## src/rtl/subarashii_pkg.sv

```systemverilog
// Shared datapath types for the Subarashii CPU register file, decode and writeback.
// Latency: n/a (types and constants only).
// Backpressure: n/a.
// Contents: DATA_W, ADDR_W, NUM_REGS, reg_idx_t (register select), word_t (datapath word),
//           reg_array_t (packed view of the whole register file).
package subarashii_pkg;
   localparam int DATA_W   = 16;
   localparam int ADDR_W   = 4;
   localparam int NUM_REGS = 2 ** ADDR_W;

   typedef logic [ADDR_W-1:0]                 reg_idx_t;
   typedef logic [DATA_W-1:0]                 word_t;
   typedef logic [NUM_REGS-1:0][DATA_W-1:0]   reg_array_t;
endpackage

```

## src/rtl/reg_file_if.sv

```systemverilog
// Decode/writeback-facing bundle of the register file: one write port, two read ports.
// Latency: writes land on the next clk edge; reads are combinational.
// Backpressure: none; every request is accepted on the cycle it is presented.
// Signals: wen/selRd/rd (write), selRa/selRb (read selects), ra/rb (read data).
//          master = decode/writeback side, slave = register file.
interface reg_file_if #(
   parameter int DATA_W = subarashii_pkg::DATA_W,
   parameter int ADDR_W = subarashii_pkg::ADDR_W
) ();
   logic              wen;
   logic [ADDR_W-1:0] selRd;
   logic [ADDR_W-1:0] selRa;
   logic [ADDR_W-1:0] selRb;
   logic [DATA_W-1:0] rd;
   logic [DATA_W-1:0] ra;
   logic [DATA_W-1:0] rb;

   modport master (
      output wen, selRd, selRa, selRb, rd,
      input  ra, rb
   );

   modport slave (
      input  wen, selRd, selRa, selRb, rd,
      output ra, rb
   );
endinterface

```

## src/rtl/reg_file_read_mux.sv

```systemverilog
// 2**ADDR_W : 1 word multiplexer used for one register file read port.
// Latency: zero cycles (purely combinational).
// Backpressure: none.
// Ports: regs_i (all registers, packed), sel_i (register index), dat_o (selected word).
module reg_file_read_mux #(
   parameter int DATA_W = subarashii_pkg::DATA_W,
   parameter int ADDR_W = subarashii_pkg::ADDR_W
) (
   input  logic [(2**ADDR_W)-1:0][DATA_W-1:0] regs_i,
   input  logic [ADDR_W-1:0]                  sel_i,
   output logic [DATA_W-1:0]                  dat_o
);
   always_comb begin
      dat_o = regs_i[sel_i];
   end
endmodule

```

## src/rtl/reg_file.sv

```systemverilog
// Sixteen-entry general-purpose register file: one synchronous write port, two combinational read ports.
// Latency: write visible after one clk edge; reads zero cycles, no write-to-read bypass.
// Backpressure: none; writes and reads are accepted every cycle.
// Ports: clk (system clock), rst (synchronous, active-low; clears every register),
//        bus (reg_file_if.slave: wen/selRd/rd write, selRa/selRb -> ra/rb read).
module reg_file
   import subarashii_pkg::*;
#(
   parameter int DATA_W = subarashii_pkg::DATA_W,
   parameter int ADDR_W = subarashii_pkg::ADDR_W
) (
   input  logic      clk,
   input  logic      rst,
   reg_file_if.slave bus
);
   localparam int NREGS = 2 ** ADDR_W;

   logic [NREGS-1:0][DATA_W-1:0] regs_q;
   logic [NREGS-1:0][DATA_W-1:0] regs_d;

   // Next-state: only the selected register changes on a write; reset
   // priority over the write is handled in the flop block below.
   always_comb begin
      regs_d = regs_q;
      if (bus.wen) begin
         regs_d[bus.selRd] = bus.rd;
      end
   end

   // No reset-less initial value: contents are X until the first reset edge.
   always_ff @(posedge clk) begin
      if (!rst) begin
         regs_q <= '0;
      end else begin
         regs_q <= regs_d;
      end
   end

   // Reads come straight off the flops, so a pending write is not bypassed.
   reg_file_read_mux #(
      .DATA_W (DATA_W),
      .ADDR_W (ADDR_W)
   ) u_mux_ra (
      .regs_i (regs_q),
      .sel_i  (bus.selRa),
      .dat_o  (bus.ra)
   );

   reg_file_read_mux #(
      .DATA_W (DATA_W),
      .ADDR_W (ADDR_W)
   ) u_mux_rb (
      .regs_i (regs_q),
      .sel_i  (bus.selRb),
      .dat_o  (bus.rb)
   );
endmodule

```

## src/flat_wrapper.sv

```systemverilog
// flat-port wrapper written by rule: the top's interface ports become plain ports
module reg_file_flat import subarashii_pkg::*;
#(
   parameter int DATA_W = subarashii_pkg::DATA_W,
   parameter int ADDR_W = subarashii_pkg::ADDR_W
)
  (clk, rst, bus_wen, bus_selRd, bus_selRa, bus_selRb, bus_rd, bus_ra, bus_rb);
  reg_file_if #(.DATA_W(DATA_W), .ADDR_W(ADDR_W)) bus_i ();
  input  logic clk;
  input  logic rst;
  input wire logic [$bits(bus_i.wen)-1:0] bus_wen;
  input wire logic [$bits(bus_i.selRd)-1:0] bus_selRd;
  input wire logic [$bits(bus_i.selRa)-1:0] bus_selRa;
  input wire logic [$bits(bus_i.selRb)-1:0] bus_selRb;
  input wire logic [$bits(bus_i.rd)-1:0] bus_rd;
  output wire logic [$bits(bus_i.ra)-1:0] bus_ra;
  output wire logic [$bits(bus_i.rb)-1:0] bus_rb;
  assign bus_i.wen = bus_wen;
  assign bus_i.selRd = bus_selRd;
  assign bus_i.selRa = bus_selRa;
  assign bus_i.selRb = bus_selRb;
  assign bus_i.rd = bus_rd;
  assign bus_ra = bus_i.ra;
  assign bus_rb = bus_i.rb;
  reg_file #(.DATA_W(DATA_W), .ADDR_W(ADDR_W)) u_core (.clk(clk), .rst(rst), .bus(bus_i));
endmodule
```

## config.mk

```make
export PLATFORM = sky130hd
export DESIGN_NAME = reg_file_flat
export DESIGN_NICKNAME = d
export VERILOG_FILES = /design/src/rtl/subarashii_pkg.sv /design/src/rtl/reg_file_if.sv /design/src/rtl/reg_file_read_mux.sv /design/src/rtl/reg_file.sv /design/src/flat_wrapper.sv
export SDC_FILE = /design/constraint.sdc
export NUM_CORES = 1
export LEC_CHECK = 0
export CORE_ASPECT_RATIO = 1.75
export CORE_MARGIN = 10
export CORE_UTILIZATION = 40
export CTS_CLUSTER_SIZE = 40
export DETAILED_ROUTE_END_ITERATION = 8
export MAX_ROUTING_LAYER = met4
export SLEW_MARGIN = 30
export SYNTH_ARGS = -nofsm -noshare
export SYNTH_HDL_FRONTEND = slang
export SYNTH_SLANG_ARGS = --single-unit
```

## constraint.sdc

```tcl
create_clock -name clk -period 2 [get_ports clk]
set_clock_uncertainty 0.2 [all_clocks]
set_input_delay 0.3 -clock clk [delete_from_list [all_inputs] [get_ports clk]]
set_output_delay 0.3 -clock clk [all_outputs]
set_load 0.01 [all_outputs]
```

== Word-level counts from Yosys, hierarchy flattened ==
Index checks and enable logic that the tools add are counted.
Operators by class
  order comparisons: 4
  multiplexer cells: 7
  reductions and logical operators: 1
Operator list (number)
  $bwmux 256: 1
  $bmux 16 s4: 2
  $demux 16 s4: 1
  $mux 16: 3
  $lt 4x5->1 const B: 3
  $ge 4x1->1 const B: 1
  $logic_and 1x1->1: 1
Storage, ports and cells
  flip-flop bits (word level): 256
  logic and storage cells: 28

== Longest topological paths before layout ==
Gate-level depths: netlist (run 1).
  depth after elaboration: 5
  gate-level depth with buffers: 6

== Hierarchy ==
Synthesis (run 1) repeated with hierarchy kept, for this count alone.
Second synthesis, totals
  cells, all modules: 1152
  area, all modules: 13058.8 sq um
By module, submodules not included
  reg_file: times used 1, cells an instance 878, area each 9192.6 sq um
  reg_file_read_mux: times used 2, cells an instance 137, area each 1933.1 sq um

== Least setup slack after synthesis (run 1) ==
No wires, ideal clock.
  path kind: input port to output port
  start: input bus_selRb[0]
  end: output bus_rb[10]
  arrival time: 1428 ps
  required time: 1500 ps
  setup slack: 72 ps
  stages: 5
  path buffers: 2
  cells stage by stage: buf_6 > buf_8 > mux4_1 > a22oi_1 > nand2_1
Between the ends
  word-level cells in the longest chain between the ends: 2
Ends and longest elaborated chain
  start: declaration: RTL line flat_wrapper.sv:14  | input wire logic [$bits(bus_i.selRb)-1:0] bus_selRb;
  $bmux 16 s4: RTL line reg_file_read_mux.sv:14  | dat_o = regs_i[sel_i];
  $mux 16 (not written as such): RTL line reg_file_read_mux.sv:14
  end: declaration: RTL line flat_wrapper.sv:17  | output wire logic [$bits(bus_i.rb)-1:0] bus_rb;
Every way passes these cells. The select of a mux whose other input is x is not followed.

== Final worst setup path (run 1) ==
  start: register u_core.regs_q[63] (netlist name)
  end: output bus_ra[15]
Between the ends
  word-level cells in the longest chain between the ends: 2
Ends and longest elaborated chain
  start: declaration: RTL line reg_file.sv:18  | logic [NREGS-1:0][DATA_W-1:0] regs_q;
  start signal: assignment: RTL line reg_file.sv:35  | regs_q <= regs_d;
  $bmux 16 s4: RTL line reg_file_read_mux.sv:14
  $mux 16 (not written as such): RTL line reg_file_read_mux.sv:14
  end: declaration: RTL line flat_wrapper.sv:16  | output wire logic [$bits(bus_i.ra)-1:0] bus_ra;
Every way passes these cells. The select of a mux whose other input is x is not followed.

==> results of run 1 <==
worst reg2reg max path, stage by stage, from the launching register on:
cell and delay [ns]:
dfxtp_2 0.32, buf_6 0.10, buf_4 0.12, o21ai_0 0.06, a21oi_1 0.08
worst min-delay path by stage:
stage / startpoint / endpoint / slack (ns)
4_1_cts: bus_selRd[1] / u_core.regs_q[241] / 0.12
5_1_grt: bus_selRd[1] / u_core.regs_q[121] / 0.15
6_report: bus_selRd[1] / u_core.regs_q[121] / 0.13
3_5_place_dp: u_core.regs_q[138] / u_core.regs_q[138] / 0.28
3_3_place_gp: u_core.regs_q[155] / u_core.regs_q[155] / 0.27
2_1_floorplan: u_core.regs_q[17] / u_core.regs_q[17] / 0.26
stage by stage:
step	instance area, µm²	util, %	hold slack (ns)	setup slack, ns
after global placement	15800	46.1	0.266	-0.754
final	17200	50.2	0.132	-0.429
after CTS	17200	49.9	0.117	-0.408
after floorplan	13900	-	0.257	0.0719
after global routing	17200	50.2	0.148	-0.450
after detailed placement	15800	46.1	0.276	-0.747
logic make-up after synthesis:
group,after synthesis
and+or+nand+nor,322
buffers and inverters,216
muxes,128
AOI/OAI and AO/OA,576
DFF,256
cells in the mapped netlist, drive strengths merged:
cell type	number	area, µm²
nand3	257	1290
a21oi	256	1280
dfxtp	256	5120
o21ai	256	1280
clkbuf	129	492
mux4	128	2990
buf	82	538
a22oi	64	480
nand2	34	128
nor2b	6	37.5
and2	4	25.0
nor2	3	11.3
and3b	2	17.5
dlygate4sd1	2	17.5
nand2b	2	12.5
nand3b	2	15.0
nor3b	2	25.0
or3b	2	17.5
and3	1	6.26
and4	1	8.76
and4b	1	10.0
clkinv	1	3.75
dlymetal6s2s	1	12.5
inv	1	3.75
nand4	1	6.26
nand4b	1	8.76
nor3	1	10.0
or2	1	6.26
or3	1	6.26
routing by layer:
| metal | global-route usage, % | vias up |
|---|---|---|
| met1 | 29.6 | 6660 |
| met3 | 3.88 | 179 |
| met4 | 13.2 | 0 |
| li1 | - | 5708 |
| met5 | - | - |
| met2 | 42.2 | 916 |
report_power, final:
group | total [µW] | switching [µW] | internal, µW
Clock | 5340 | 2130 | 3210
Sequential | 5210 | 49.1 | 5160
Combinational | 1680 | 1030 | 654
Total | 12200 | 3200 | 9030
placed cells by master, fill, tap and decap left out, types with 5 or more instances in the layout:
cell,count
buf_4,104
o21ai_0,256
clkdlybuf4s50_1,25
buf_12,55
buf_6,27
buf_2,13
nand2_2,15
mux4_2,123
a22oi_2,57
a22oi_1,7
bufinv_16,6
a21oi_1,256
clkbuf_16,25
nand2_1,19
nor2b_2,5
dfxtp_1,197
nand3_1,257
dfxtp_2,59
cell type report:
cell class / instances / share of cell area (%)
Multi-Input combinational cell: 1026 / 46.1
Sequential cell: 256 / 30.2
Timing Repair Buffer: 227 / 15.0
Clock buffer: 31 / 3.99
Tap cell: 460 / 3.34
Clock inverter: 13 / 1.31
Inverter: 2 / 0.0726
repair_timing:
item	4_1_cts	5_1_grt
endpoints found under the setup margin	32	32
resized for setup	282	42
pin swaps	69	14
endpoints found under the hold margin	0	0
setup buffers	14	0
gates cloned	3	0
==> out/results.ini, run 1 <==
[cts]
cts.sinks = 256
clock_latency_ns = 0.54
cts_buffers = 25
cts_max_level = 1
cts_hold_buf = 0
root_buffer = clkbuf_16
cts_tree = yes
clk_path_buf_depth = 3
clk_pin_slew_worst_paths_ns = 0.07

[finish]
top_register = u_core.regs_q
fin_nets = 1569
diodes = 0
multi_input_comb_area_mm2 = 0.00795
seq_area_mm2 = 0.00520
fillCellCount = 3129
final_cell_count_no_fill = 2015
largest_reg_flops = 256
top_regs = u_core.regs_q: 256 flops
drive_above_1_share_pct = 33.3
areaGrowthSynthToFinish_pct = 24.4

[placement]
gp_congestion = 0.878
dp.final_hpwl_um = 33400
io_buffers = 62
placed_cells = 1954

[critical_path]
reg2reg_slack_ns = 0.99
start_kind = flop
worstReg2RegStart = u_core.regs_q[50]
crit_path_max_fanout = 3
cp-endpoint = bus_ra[15]
max_stage_delay_ns = 0.61
crit_required_ns = 1.50
worst-path-buf-inv = 1
rr_worst_depth = 4
worstSetupStartpoint = u_core.regs_q[63]
slowest_stage = mux4_4
worst-path-stages = 4
critPathArrivalTime_ns = 1.93
critical_path.top_delay_family = multiplexers
path_class = flop to primary output
cp_cell_sequence = mux4_4 > a22oi_2 > nand2_2 > buf_6
rr_endpoint = u_core.regs_q[50]
cp-end-kind = primary output

[status]
status = finished with violations
violations = setup timing

[sta]
slew_headroom_pct = 76.9
hold_viol_final = 0
worstMarginPinSlew_ns = 0.347
finalWorstPathRequiredPeriod_ns = 2.43
fin_ws_ns = -0.429
max_freq_mhz = 412
fin_crit_sh_pct = 121
setup_viol = 32
rsz0062_at_grt = yes
finalSetupTns_ns = -9.70
drv_slew = 0

[drt]
wire_per_inst_um = 27.2
drt-initial-drc-count = 1572
dr_wl_met2_um = 27300
drtAntennaViolNets = 0
vias = 13500
wl_met1_um = 19400
drc = 0
wirelength_um = 54900
drt-vias-per-instance = 6.68
wl_met3_um = 5500
routed.top_layer = met4
drtPass1Iterations = 6

[synthesis]
synth_top_family_by_area = compound AO/OA/AOI/OAI gates
synth_area_mm2 = 0.0139
yosys.area_share.xor_xnor_pct = 0
seq_area_frac_synth_pct = 37.0
ys_types = 37
synthesis.nets = 1529
syn_inst = 1498
synthMuxAreaShare_pct = 21.6
synth-seq-cells = 256
synth_compound_area_share_pct = 21.9
avgSynthCellArea_um2 = 9.25
yosys.area_share.simple_pct = 11.8
yosys_warnings = 0
synth-adder-area-share_pct = 0

[pwr]
total_power_uw = 12200
p_leak_uw = 0.00570
max-vdd-ir-drop_mv = 0.516
p_per_area_mw_per_mm2 = 710

[global_route]
grt_pass1_wl_um = 83300
grt_remaining_overflow = 0
grt_max_degree = 72
antenna_found_initial = 0
grt_usage_pct = 25.5
first_global_vias = 13400

[floorplanning]
coreArea_mm2 = 0.0343
dieArea_mm2 = 0.0428
io_pins = 63
die_h_um = 266
start_util_pct = 40.4
dieWidth_um = 161
row_count = 90

[worst_hold_path]
holdPathStages = 4
min_path_type = primary input to flop

[job]
drv_cap = 0

(Power assumes the default switching activity.)
==> inputs of run 2 (changes only) <==
GPL_TIMING_DRIVEN = 1   (was unset)
==> results of run 2 <==
Same layout as run 1: the final DEF is identical, and so are final timing and power.
